--- config.mk ---
export PLATFORM = sky130hd
export DESIGN_NAME = mem_arbiter
export DESIGN_NICKNAME = d
export VERILOG_FILES = /design/src/rtl/mem_arbiter.sv
export SDC_FILE = /design/constraint.sdc
export NUM_CORES = 1
export LEC_CHECK = 0
export CORE_MARGIN = 4
export CORE_UTILIZATION = 40
export DETAILED_ROUTE_END_ITERATION = 10
export GPL_TIMING_DRIVEN = 0
export HOLD_SLACK_MARGIN = 0.05
export PLACE_DENSITY = 0.83
export SYNTH_ARGS = -nofsm -noshare
export SYNTH_HDL_FRONTEND = slang
export SYNTH_SLANG_ARGS = --single-unit
--- constraint.sdc ---
create_clock -name clk -period 2.75 [get_ports clk]
set_input_delay 0.55 -clock clk [delete_from_list [all_inputs] [get_ports clk]]
set_output_delay 0.55 -clock clk [all_outputs]
set_load 0.005 [all_outputs]
--- src/rtl/mem_arbiter.sv ---
// Two-port (fetch/data) arbiter onto a single-outstanding memory port.
// Data wins in IDLE unless a waiting fetch has seen STARVE_MAX consecutive data grants.
module mem_arbiter #(
    parameter int DATA_W     = 32,
    parameter int ADDR_W     = 32,
    parameter int STARVE_MAX = 4
) (
    input  logic              clk,
    input  logic              rst_n,
    input  logic              i_req_i,
    input  logic [ADDR_W-1:0] i_addr_i,
    input  logic              i_flush_i,
    output logic              i_gnt_o,
    output logic              i_rvalid_o,
    output logic [DATA_W-1:0] i_rdata_o,
    input  logic              d_req_i,
    input  logic              d_we_i,
    input  logic [ADDR_W-1:0] d_addr_i,
    input  logic [DATA_W-1:0] d_wdata_i,
    output logic              d_gnt_o,
    output logic              d_rvalid_o,
    output logic [DATA_W-1:0] d_rdata_o,
    output logic              m_req_o,
    output logic              m_we_o,
    output logic [ADDR_W-1:0] m_addr_o,
    output logic [DATA_W-1:0] m_wdata_o,
    input  logic              m_ready_i,
    input  logic [DATA_W-1:0] m_rdata_i
);

    typedef enum logic [1:0] {
        IDLE   = 2'd0,
        BUSY_I = 2'd1,
        BUSY_D = 2'd2
    } state_t;

    localparam logic [3:0] STARVE_LIM = 4'(STARVE_MAX);

    state_t     state_r;
    state_t     state_nxt_s;
    logic [3:0] starve_cnt_r;
    logic       starve_ok_s;
    logic       kill_r;
    logic       kill_s;
    logic       d_gnt_s;
    logic       i_gnt_s;

    // Arbitration and next-state selection; grants exist only in IDLE
    always_comb begin
        state_nxt_s = state_r;
        d_gnt_s     = 1'b0;
        i_gnt_s     = 1'b0;
        starve_ok_s = (starve_cnt_r < STARVE_LIM);
        kill_s      = kill_r | i_flush_i;
        case (state_r)
            IDLE: begin
                if (d_req_i && (!i_req_i || i_flush_i || starve_ok_s)) begin
                    d_gnt_s     = 1'b1;
                    state_nxt_s = BUSY_D;
                end else if (i_req_i && !i_flush_i) begin
                    i_gnt_s     = 1'b1;
                    state_nxt_s = BUSY_I;
                end else begin
                    state_nxt_s = IDLE;
                end
            end
            BUSY_I: begin
                if (m_ready_i) begin
                    state_nxt_s = IDLE;
                end else begin
                    state_nxt_s = BUSY_I;
                end
            end
            BUSY_D: begin
                if (m_ready_i) begin
                    state_nxt_s = IDLE;
                end else begin
                    state_nxt_s = BUSY_D;
                end
            end
            default: begin
                state_nxt_s = IDLE;
            end
        endcase
    end

    // Grants are combinational but must read low while reset is held
    assign i_gnt_o = i_gnt_s & rst_n;
    assign d_gnt_o = d_gnt_s & rst_n;

    // FSM state register
    always_ff @(posedge clk or negedge rst_n) begin
        if (!rst_n) begin
            state_r <= IDLE;
        end else begin
            state_r <= state_nxt_s;
        end
    end

    // Consecutive data grants while a fetch waits, saturating at STARVE_MAX
    always_ff @(posedge clk or negedge rst_n) begin
        if (!rst_n) begin
            starve_cnt_r <= 4'd0;
        end else if (d_gnt_s) begin
            if (!i_req_i) begin
                starve_cnt_r <= 4'd0;
            end else if (starve_ok_s) begin
                starve_cnt_r <= starve_cnt_r + 4'd1;
            end else begin
                starve_cnt_r <= starve_cnt_r;
            end
        end else if (i_gnt_s) begin
            starve_cnt_r <= 4'd0;
        end else begin
            starve_cnt_r <= starve_cnt_r;
        end
    end

    // A redirect during an outstanding fetch marks its response as dead
    always_ff @(posedge clk or negedge rst_n) begin
        if (!rst_n) begin
            kill_r <= 1'b0;
        end else if (state_r == BUSY_I && !m_ready_i) begin
            kill_r <= kill_s;
        end else begin
            kill_r <= 1'b0;
        end
    end

    // Memory request side: capture on grant, hold until m_ready_i
    always_ff @(posedge clk or negedge rst_n) begin
        if (!rst_n) begin
            m_req_o   <= 1'b0;
            m_we_o    <= 1'b0;
            m_addr_o  <= {ADDR_W{1'b0}};
            m_wdata_o <= {DATA_W{1'b0}};
        end else if (d_gnt_s) begin
            m_req_o   <= 1'b1;
            m_we_o    <= d_we_i;
            m_addr_o  <= d_addr_i;
            m_wdata_o <= d_wdata_i;
        end else if (i_gnt_s) begin
            m_req_o   <= 1'b1;
            m_we_o    <= 1'b0;
            m_addr_o  <= i_addr_i;
            m_wdata_o <= {DATA_W{1'b0}};
        end else if (state_r != IDLE && m_ready_i) begin
            m_req_o   <= 1'b0;
        end
    end

    // Response side: one-cycle rvalid pulses, read data held between pulses
    always_ff @(posedge clk or negedge rst_n) begin
        if (!rst_n) begin
            i_rvalid_o <= 1'b0;
            d_rvalid_o <= 1'b0;
            i_rdata_o  <= {DATA_W{1'b0}};
            d_rdata_o  <= {DATA_W{1'b0}};
        end else begin
            i_rvalid_o <= 1'b0;
            d_rvalid_o <= 1'b0;
            case (state_r)
                BUSY_I: begin
                    if (m_ready_i && !kill_s) begin
                        i_rvalid_o <= 1'b1;
                        i_rdata_o  <= m_rdata_i;
                    end
                end
                BUSY_D: begin
                    if (m_ready_i) begin
                        d_rvalid_o <= 1'b1;
                        d_rdata_o  <= m_we_o ? {DATA_W{1'b0}} : m_rdata_i;
                    end
                end
                default: begin
                    i_rvalid_o <= 1'b0;
                    d_rvalid_o <= 1'b0;
                end
            endcase
        end
    end

endmodule

* Word level (Yosys, flattened, before mapping)
Index checks and enable logic that the tools add are counted.
** Storage, ports and cells
- Flip-flop bits (word level) :: 139
- Input bits :: 135
- Output and inout port bits :: 134
- Word-level logic and storage cells :: 66
** Cells by class
- $add $sub $neg :: 1
- Order comparisons :: 1
- Equality and inequality tests :: 3
- Mux-type cells :: 29
- Bitwise logic cells :: 3
- Reductions and logical operators :: 18
** Operators with widths (count)
- $mux W32 :: 5
- $mux W1 :: 17
- $mux W4 :: 4
- $pmux W2 S3 :: 1
- $reduce_and A2 Y1 :: 3
- $logic_and A1 B1 Y1 :: 5
- $add A4 B1 Y4 const B :: 1
- $logic_not A1 Y1 :: 4
- $lt A4 B3 Y1 const B :: 1
- $mux W2 :: 2
- $reduce_bool A2 Y1 :: 2
- $ne A3 B3 Y1 const B :: 1
- $reduce_bool A3 Y1 :: 1
- $and A1 B1 Y1 :: 2
- $eq A2 B1 Y1 const B :: 1
- $eq A2 B2 Y1 const B :: 1
- $logic_not A2 Y1 :: 1
- $logic_or A1 B1 Y1 :: 2
- $or A1 B1 Y1 :: 1

* Logic depth before layout (Yosys ltp)
Gate-level depths: netlist (run 1).
- Depth after elaboration :: 8
- Mapped depth :: 6
- Depth with buffers taken out :: 3

* Worst setup path after synthesis (run 1)
No wires, ideal clock.
- Path kind :: input port to output port
- From :: input i_flush_i
- To :: output i_gnt_o
- Arrival :: 1.389 ns
- Required time :: 2.200 ns
- Path slack :: 0.811 ns
- Cell stages on the path :: 4
- Buffers on the path :: 2
- Cells stage by stage :: nor4b_4 -> buf_4 -> buf_4 -> and3_1
** On the way
- Cells in the longest elaborated chain, start to end :: 6
- Elaborated cells between the ends (all ways) :: 9
- Those cells by class :: mux (3); bitwise (1); reduce/logical (5)
** Ends and longest elaborated chain
- from (decl) :: line 12 : input logic i_flush_i,
- $logic_not A1 Y1 or $logic_or A1 B1 Y1 (tied branches) :: line 60, 57
- $logic_and A1 B1 Y1 or $logic_or A1 B1 Y1 (tied branches) :: line 60, 57
- $mux W1 or $logic_and A1 B1 Y1 (tied branches) :: line 60, 57
- $mux W1 * :: line 57 : if (d_req_i && (!i_req_i || i_flush_i || starve_ok_s)) begin
- $mux W1 * :: line 55 : case (state_r)
- $and A1 B1 Y1 * :: line 88 : assign i_gnt_o = i_gnt_s & rst_n;
- to (decl) :: line 13 : output logic i_gnt_o,
Every way passes the cells marked *; elsewhere a longest branch is shown, timed or not.

* Worst setup path in the final report (run 1)
- From :: input i_flush_i
- To :: output d_gnt_o
** On the way
- Cells in the longest elaborated chain, start to end :: 6
** Ends and longest elaborated chain
- $logic_or A1 B1 Y1 (2 in a row) :: line 57
- $logic_and A1 B1 Y1 :: line 57
- $mux W1 :: line 57
- $mux W1 :: line 55
- $and A1 B1 Y1 :: line 89 : assign d_gnt_o = d_gnt_s & rst_n;
- to (decl) :: line 20 : output logic d_gnt_o,
Every way passes these cells.

==> summary.txt, run 1 <==
status = finished, final reports clean
Hold Crit Class = in -> async
fin area = 9870 um^2
initial antenna violation count = 0
synthesized flop and latch total = 139
worst-path cell chain = clkdlybuf4s15_1 > nand2b_4 > o211ai_4 > buf_8 > buf_6 > nor2_1 > clkdlybuf4s50_1
Starting DRT DRC Count = 195
fraction of layout cells with a size suffix above 1 = 23.9%
RSZ-0062 raised after global routing = no
Clock transition at path regs = 60 ps
CP max FO = 10
WS Path Type = in -> out
period utilization = 97.4%
vias in the first global route = 5261
clk_lat worst skew = 410 ps
largest net degree at the start of global routing = 77
CTS Hold Bufs = 0
dpl cell area = 9120 um^2
Leak = 0.00437 uW
chip width = 132 um
area taken by flip-flops and latches = 3480 um^2
internal power = 6880 uW
crit-path max cell delay = 440 ps
post-synth net total = 601
Post-Route Skew = 6.93 ps
maxcap violations = 0
# rows = 45
register area share after synthesis = 56.3%
Vias = 4728
# IOs = 269
post-synthesis cell type count = 33
Via density = 4.94
biggest area consumer among synthesized cells = dfrtp_1
register share of total power = 35.0%
Max Fclk = 373 MHz
final hold vios = 0
Finished Layout Cells = 958
synthesized area = 6180 um^2
ANT cells = 0
H-tree level count = 4
commonest cells in the netlist = dfrtp_1 (139), mux2_2 (91), o21ai_0 (36)
worst-margin pin slew = 636 ps
Placed Cells incl. Taps = 922
Final Critical Period = 2680 ps
Rel. slew slack = 57.6%
WL/cell = 18.0 um
Max Slew Vio Count = 0
CP delay by family, top = buffers and inverters
routability cong. = 0.854
Synth top area share = 56.3%
Worst setup SP type = input port
GRT Total Usage = 20.0%
EDFF count, synth = 0
first-pass GRT wire length = 28.1 mm
TritonCTS Buffers = 17
predominant post-synthesis flop cell = dfrtp_1
WP data required = 2200 ps
Comb pwr share = 36.9%
Post-synth ARST share = 100%
# nets final = 894
Yosys warnings = 0
post-DP HPWL = 13.1 mm
Max IR drop VDD = 0.376 mV
Switch Pwr = 2380 uW
GRT Residual Overflow = 0
area of the multi-input gates = 2520 um^2
clock share of power = 28.1%
Final setup viols = 0
Sinks on Clock Net = 139
highest-delay cell along the critical path = clkdlybuf4s50_1
most frequent cell after synthesis = dfrtp_1
synthesized instance count = 465
CP Buf/Inv Count = 4
post-route ant nets = 0
first drt pass iteration count = 4
final WL = 17.3 mm
fillers = 1133
buffer depth of the longest clock path = 2
root buf cell = clkbuf_16
TritonCTS clock tree = yes
core box area = 15100 um^2
Arr. time, crit path = 2130 ps
Die Y = 132 um
switch share = 25.7%
top post-synthesis cells by area = dfrtp_1 (56%), mux2_2 (17%), mux2_4 (6.8%)
final core occ = 65.2%
endpoint type of the worst setup path = output pin
# DRC = 0
Power Density = 939 nW/um^2
total die area = 17500 um^2
synth-to-layout area growth = 59.8%
syn avg cell area = 13.3 um^2
starting density of the core = 40.8%
IO Port Bufs = 268
==> logic make-up after synthesis <==
kind of cell / Yosys count / synth area share, %
buf+inv: 36 / 3.24
flops: 139 / 56.3
compound gates: 46 / 4.32
fa+ha+maj: 1 / 0.203
simple gates: 112 / 10.4
mux: 131 / 25.5
==> layout by cell type, fill, tap and decap left out, drive strengths merged, types with 2 or more instances in the layout <==
master           n
o211ai           2
o21ai           36
nor2b           33
nand2b          35
bufinv           6
dfrtp          139
clkinv           3
mux2           129
mux2i            2
nand2           33
buf             26
nor2             4
clkdlybuf4s50  263
a21oi            2
clkbuf          29
inv              9
dlygate4sd2      2
==> metal layers <==
metal  share of wire [%]  up-vias  GRT usage [%]
met4                 1.8        0           6.70
met2                  50      208           34.1
met3                 9.8       23           8.55
li1                    -     2179              -
met5                   0        -              0
met1                  39     2318           22.8
==> per-stage QoR <==
step	setup slack (ps)	hold WS, ps	total power [uW]	setup TNS [ps]
2_1_floorplan	811	254	4540	0
3_3_place_gp	-4490	463	6550	-601940
3_5_place_dp	-590	470	6700	-969
4_1_cts	11.4	144	9370	0
5_1_grt	3.04	160	9790	0
6_report	71.3	126	9270	0
==> final timing paths <==
check                      cells after the start            end           from  slack (ps)
min reg2reg                                    2  d_rdata_o[22]  d_rdata_o[22]         480
min in group clk                               2  d_rdata_o[22]  d_rdata_o[22]         480
max reg2reg                                    5   m_addr_o[22]     state_r[0]         740
max                                            7        d_gnt_o      i_flush_i          70
min                                            1  d_rdata_o[27]          rst_n         130
max in group asynchronous                      2   i_rdata_o[7]          rst_n        1800
==> power groups by stage <==
stage / Clock, uW / Combinational, uW / Sequential, uW
2_1_floorplan: 0 / 1280 / 3270
3_3_place_gp: 0 / 3330 / 3220
3_5_place_dp: 0 / 3430 / 3270
4_1_cts: 2660 / 3460 / 3250
5_1_grt: 2760 / 3680 / 3350
6_report: 2600 / 3420 / 3250
==> final cells by class <==
type                            instances  area share [%]
Multi-Input combinational cell        290            25.5
Tap cell                              188            2.38
Buffer                                 27            1.79
Inverter                                8           0.304
Timing Repair Buffer                  275            27.9
Sequential cell                       139            35.3
Clock inverter                         11            2.18
Clock buffer                           20            4.63
==> repair_timing <==
| action | 4_1_cts | 5_1_grt |
|---|---|---|
| setup buffers | 4 | 2 |
| pin swaps | 1 | 2 |
| endpoints found under the setup margin | 2 | 2 |
| gates resized for setup | 11 | 4 |
==> sequential cells by signal, indices dropped and copies added, names as in the netlist, 2 cells and up <==
| signal | count |
|---|---|
| starve_cnt_r | 4 |
| m_addr_o | 32 |
| d_rdata_o | 32 |
| m_wdata_o | 32 |
| state_r | 2 |
| i_rdata_o | 32 |
No activity file was read; power rests on OpenSTA's default activity.
==> run 2: changes to the inputs <==
--- a/config.mk
+++ b/config.mk
@@ -11,6 +11,7 @@
 export GPL_TIMING_DRIVEN = 0
 export HOLD_SLACK_MARGIN = 0.05
 export PLACE_DENSITY = 0.83
+export SETUP_SLACK_MARGIN = 0.4
 export SYNTH_ARGS = -nofsm -noshare
 export SYNTH_HDL_FRONTEND = slang
 export SYNTH_SLANG_ARGS = --single-unit
==> constraint.sdc (replaced) <==
create_clock -name clk -period 2.56 [get_ports clk]
set_input_delay 0.512 -clock clk [delete_from_list [all_inputs] [get_ports clk]]
set_output_delay 0.512 -clock clk [all_outputs]
set_load 0.005 [all_outputs]
==> summary.txt, run 2 (synthesis results as in run 1) <==
synth-to-layout area growth = 61.6% (was 59.8%)
root buf cell = clkbuf_16 (unchanged)
register share of total power = 34.6% (was 35.0%)
CTS Hold Bufs = 0 (unchanged)
fin area = 9980 um^2 (was 9870 um^2)
Pwr Total = 10000 uW (was 9270 uW)
ANT cells = 0 (unchanged)
CP delay by family, top = buffers and inverters (unchanged)
post-route ant nets = 0 (unchanged)
total die area = 17500 um^2 (unchanged)
Die Y = 132 um (unchanged)
Switch Pwr = 2590 uW (was 2380 uW)
Power Density = 1010 nW/um^2 (was 939 nW/um^2)
# nets final = 905 (was 894)
Worst setup SP type = register (was input port)
Max Fclk = 447 MHz
Max Slew Vio Count = 0 (unchanged)
highest-delay cell along the critical path = dfrtp_1 (was clkdlybuf4s50_1)
Starting DRT DRC Count = 229 (was 195)
RSZ-0062 raised after global routing = yes (was no)
chip width = 132 um (unchanged)
Final setup viols = 0 (unchanged)
final WL = 17.5 mm (was 17.3 mm)
switch share = 25.8% (was 25.7%)
Post-Route Skew = 7.06 ps (was 6.93 ps)
IO Port Bufs = 268 (unchanged)
status = finished, final reports clean (unchanged)
final hold vios = 0 (unchanged)
period utilization = 87.3%
Rel. slew slack = 57.8% (was 57.6%)
most frequent cells in the layout = clkdlybuf4s50_1 (262), dfrtp_1 (138), mux2_2 (91) (was clkdlybuf4s50_1 (263), dfrtp_1 (137), mux2_2 (91))
post-route setup slack = 325 ps (was 71.3 ps)
Final Critical Period = 2240 ps
Leak = 0.00442 uW (was 0.00437 uW)
# IOs = 269 (unchanged)
dpl cell area = 9120 um^2 (unchanged)
TritonCTS clock tree = yes (unchanged)
maxcap violations = 0 (unchanged)
post-DP HPWL = 13.1 mm (unchanged)
routability cong. = 0.854 (unchanged)
CP max FO = 3 (was 10)
first-pass GRT wire length = 28.4 mm (was 28.1 mm)
endpoint type of the worst setup path = output pin (unchanged)
TritonCTS Buffers = 17 (unchanged)
worst-path cell chain = buf_6 > nor4b_4 > buf_6 > buf_6 > and3_1 > buf_2 (was clkdlybuf4s15_1 > nand2b_4 > o211ai_4 > buf_8 > buf_6 > nor2_1 > clkdlybuf4s50_1)
Vias = 4761 (was 4728)
initial antenna violation count = 0 (unchanged)
GRT Residual Overflow = 0 (unchanged)
WS Path Type = reg -> out (was in -> out)
Sinks on Clock Net = 139 (unchanged)
# rows = 45 (unchanged)
largest net degree at the start of global routing = 77 (unchanged)
# DRC = 0 (unchanged)
Arr. time, crit path = 1720 ps (was 2130 ps)
crit-path max cell delay = 370 ps (was 440 ps)
WL/cell = 18.0 um (about the same)
clk_lat worst skew = 410 ps (about the same)
clock share of power = 27.9% (was 28.1%)
WP data required = 2050 ps (was 2200 ps)
GRT Total Usage = 20.2% (was 20.0%)
worst-margin pin slew = 633 ps (was 636 ps)
internal power = 7450 uW (was 6880 uW)
Comb pwr share = 37.5% (was 36.9%)
Max IR drop VDD = 0.405 mV (was 0.376 mV)
buffer depth of the longest clock path = 2 (unchanged)
starting density of the core = 40.8% (unchanged)
first drt pass iteration count = 4 (unchanged)
fraction of layout cells with a size suffix above 1 = 25.4% (was 23.9%)
H-tree level count = 4 (unchanged)
CP dominant cell by count = buf_6
vias in the first global route = 5308 (was 5261)
CP Buf/Inv Count = 4 (unchanged)
Clock transition at path regs = 60 ps (about the same)
Hold Crit Class = in -> async (unchanged)
Via density = 4.91 (was 4.94)
most common cell after layout, fill and taps aside = clkdlybuf4s50_1 (unchanged)
core box area = 15100 um^2 (unchanged)
pre-CTS WS = -704 ps (was -590 ps)
## run 2: cell types whose count changed in the layout (fill, tap and decap cells not counted), moves of 2 or more
cell,delta
buf_12,+2
buf_2,+2
buf_4,+7
buf_6,+2
## run 2: power groups by stage
stage	Sequential [uW]	Clock, uW	Combinational (uW)
after floorplan	3510	0	1370
after global placement	3460	0	3580
after detailed placement	3510	0	3680
after CTS	3480	2860	3770
after global routing	3580	2960	4050
final	3480	2800	3760
## run 2: repair_timing
action                                  CTS  global route
endpoints found under the setup margin   34             2
gates resized for setup                  28             3
hold endpoints to repair                  0             0
pin swaps                                 4             2
buffers inserted                         12             4
## run 2: path summary, 6_finish.rpt
kind                                    start            end  slack [ps]  cells past startpoint
worst max register to register     state_r[1]   m_addr_o[22]         540                      6
min in group clk                d_rdata_o[22]  d_rdata_o[22]         480                      2
worst min-delay path                    rst_n  d_rdata_o[27]          90                      1
worst max-delay path               state_r[1]        i_gnt_o         320                      6
max in group asynchronous               rst_n   m_addr_o[25]        1660                      2
worst min register to register  d_rdata_o[22]  d_rdata_o[22]         480                      2
## run 2: final cells by class
| type | instances | area, um^2 |
|---|---|---|
| plain buffers | 28 | 200 |
| clock buffers | 20 | 457 |
| clock inverters | 11 | 215 |
| fillers | 1116 | 5160 |
| inverters | 8 | 30.0 |
| multi-input cells | 290 | 2530 |
| flip-flops and latches | 139 | 3480 |
| well taps | 188 | 235 |
| repair buffers | 285 | 2840 |
## run 2: metrics by stage
| step | TNS (ps) | utilization, % | hold WS [ps] | std cells |
|---|---|---|---|---|
| final | 0 | 65.9 | 85.4 | 969 |
| after global routing | 0 | 65.9 | 123 | 969 |
| after CTS | 0 | 65.6 | 106 | 965 |
| after detailed placement | -3630 | 60.2 | 470 | 922 |
| after global placement | -624810 | 60.0 | 463 | 921 |
| after floorplan | 0 | - | 216 | 465 |
## run 2: layer usage
metal	up-vias	GRT usage, %	part of all wire, %
li1	2202	-	-
met1	2326	23.0	38
met2	209	34.4	50
met3	24	8.59	9.9
met4	0	6.70	1.7
met5	-	0	0
==> run 3: changes to the inputs <==
==> constraint.sdc (replaced) <==
create_clock -name clk -period 2.2 [get_ports clk]
set_input_delay 0.44 -clock clk [delete_from_list [all_inputs] [get_ports clk]]
set_output_delay 0.44 -clock clk [all_outputs]
set_load 0.005 [all_outputs]
==> summary.txt, run 3 (synthesis results as in run 1) <==
status = complete, but fails checks (was finished, final reports clean)
failing checks = negative hold slack
WS Path Type = reg -> out (unchanged)
chip width = 132 um (unchanged)
Reg2Reg Capture Point = m_addr_o[22] (unchanged)
# rows = 45 (unchanged)
Finished Layout Cells = 984 (was 969)
starting density of the core = 40.8% (unchanged)
RSZ-0062 raised after global routing = yes (unchanged)
highest-delay cell along the critical path = dfrtp_1 (unchanged)
# DRC = 0 (unchanged)
Sinks on Clock Net = 139 (unchanged)
Die Y = 132 um (unchanged)
# nets final = 920 (was 905)
final hold vios = 44 (was 0)
Pwr Total = 12200 uW (was 10000 uW)
H-tree level count = 4 (unchanged)
Post-Route Skew = 7.90 ps (was 7.06 ps)
maxcap violations = 0 (unchanged)
root buf cell = clkbuf_16 (unchanged)
buffer depth of the longest clock path = 2 (unchanged)
Leak = 0.00485 uW (was 0.00442 uW)
WP data required = 1760 ps (was 2050 ps)
first drt pass iteration count = 4 (unchanged)
Via density = 5.01 (was 4.91)
clk_lat worst skew = 410 ps (about the same)
Starting DRT DRC Count = 227 (was 229)
TritonCTS Buffers = 17 (unchanged)
most frequent cells in the layout = clkdlybuf4s50_1 (260), dfrtp_1 (137), mux2_4 (87) (was clkdlybuf4s50_1 (262), dfrtp_1 (138), mux2_2 (91))
Worst setup SP type = register (unchanged)
Rel. slew slack = 38.9% (was 57.8%)
fraction of layout cells with a size suffix above 1 = 28.6% (was 25.4%)
reg2reg start = state_r[1] (unchanged)
Worst R2R Setup Slack = 90 ps (was 540 ps)
IO Port Bufs = 268 (unchanged)
Final setup viols = 0 (unchanged)
period utilization = 98.4%
post-route ant nets = 0 (unchanged)
Arr. time, crit path = 1730 ps (was 1720 ps)
fin area = 10500 um^2 (was 9980 um^2)
Max Fclk = 462 MHz
core box area = 15100 um^2 (unchanged)
R2R depth = 9 (was 6)
CP max FO = 3 (unchanged)
minimum hold slack = -35.1 ps (was 85.4 ps)
endpoint type of the worst setup path = output pin (unchanged)
first-pass GRT wire length = 29.3 mm (was 28.4 mm)
Hold Crit Class = in -> async (unchanged)
Clock transition at path regs = 60 ps (about the same)
GRT Total Usage = 20.9% (was 20.2%)
total die area = 17500 um^2 (unchanged)
Power Density = 1160 nW/um^2 (was 1010 nW/um^2)
final WL = 18.9 mm (was 17.5 mm)
final core occ = 69.5% (was 65.9%)
TritonCTS clock tree = yes (unchanged)
most common cell after layout, fill and taps aside = clkdlybuf4s50_1 (unchanged)
synth-to-layout area growth = 70.5% (was 61.6%)
WL/cell = 19.2 um (was 18.0 um)
dpl cell area = 9120 um^2 (unchanged)
routability cong. = 0.854 (unchanged)
post-DP HPWL = 13.1 mm (unchanged)
Total Neg Setup Slack = 0 ps (unchanged)
Placed Cells incl. Taps = 922 (unchanged)
GRT Residual Overflow = 0 (unchanged)
CTS Hold Bufs = 1 (was 0)
worst-margin pin slew = 916 ps (was 633 ps)
Vias = 4929 (was 4761)
# IOs = 269 (unchanged)
largest net degree at the start of global routing = 77 (unchanged)
vias in the first global route = 5423 (was 5308)
Final Critical Period = 2170 ps
Max IR drop VDD = 0.508 mV (was 0.405 mV)
Max Slew Vio Count = 0 (unchanged)
initial antenna violation count = 0 (unchanged)
ANT cells = 0 (unchanged)
worst-path cell chain = buf_6 > buf_4 > nor2_4 > o211ai_4 > buf_8 > buf_12 > nor2_2 > buf_2 (was buf_6 > nor4b_4 > buf_6 > buf_6 > and3_1 > buf_2)
crit-path max cell delay = 380 ps (was 370 ps)
==> run 3: layout make-up <==
class                      count  area (um^2)
fill                        1039         4610
inverter                       8         30.0
tap                          188          235
buffer                        28          265
multi-input combinational    290         2760
clock buffer                  20          457
clock inverter                11          215
timing repair buffer         300         3090
sequential                   139         3480
==> run 3: worst max path at each step <==
stage                     startpoint  endpoint  slack, ps  cells past startpoint
after global routing      state_r[1]   d_gnt_o        -30                      8
after floorplan           state_r[1]   i_gnt_o        430                      5
final                     state_r[1]   d_gnt_o         30                      8
after detailed placement   i_flush_i   i_gnt_o       -920                      6
after global placement         rst_n   i_gnt_o      -4820                      3
after CTS                 state_r[1]   i_gnt_o         40                      6
==> run 3: worst max-delay path: cells and delay by family, from the launching register on <==
family                 cells  cell delay, ps
flip-flops                 1             380
AND/OR/NAND/NOR            2             190
AO/OA/AOI/OAI              1             110
buffers and inverters      5             640
==> run 3: through the flow <==
step	setup WS (ps)	hold WS [ps]
2_1_floorplan	428	144
3_3_place_gp	-4820	463
3_5_place_dp	-920	470
4_1_cts	40.2	-29.0
5_1_grt	-30.1	-13.4
6_report	34.3	-35.1
==> run 3: what timing repair did <==
action	in CTS	in global routing
setup buffers	18	8
setup endpoints to repair	69	122
gates resized for setup	68	64
hold endpoints to repair	19	44
pin swaps	5	1
cloned	2	2
==> run 3: metal layers <==
metal	track usage (%)	vias up	share of wire (%)
met5	0	-	0
li1	-	2230	-
met1	24.0	2446	39
met3	8.63	32	9.1
met2	35.5	221	50
met4	7.04	0	2.1
==> run 3: power by group <==
group | total, uW | internal (uW) | switching, uW
logic | 4820 | 3310 | 1500
registers | 4080 | 3510 | 565
clock network | 3270 | 2180 | 1090
total | 12200 | 9010 | 3160
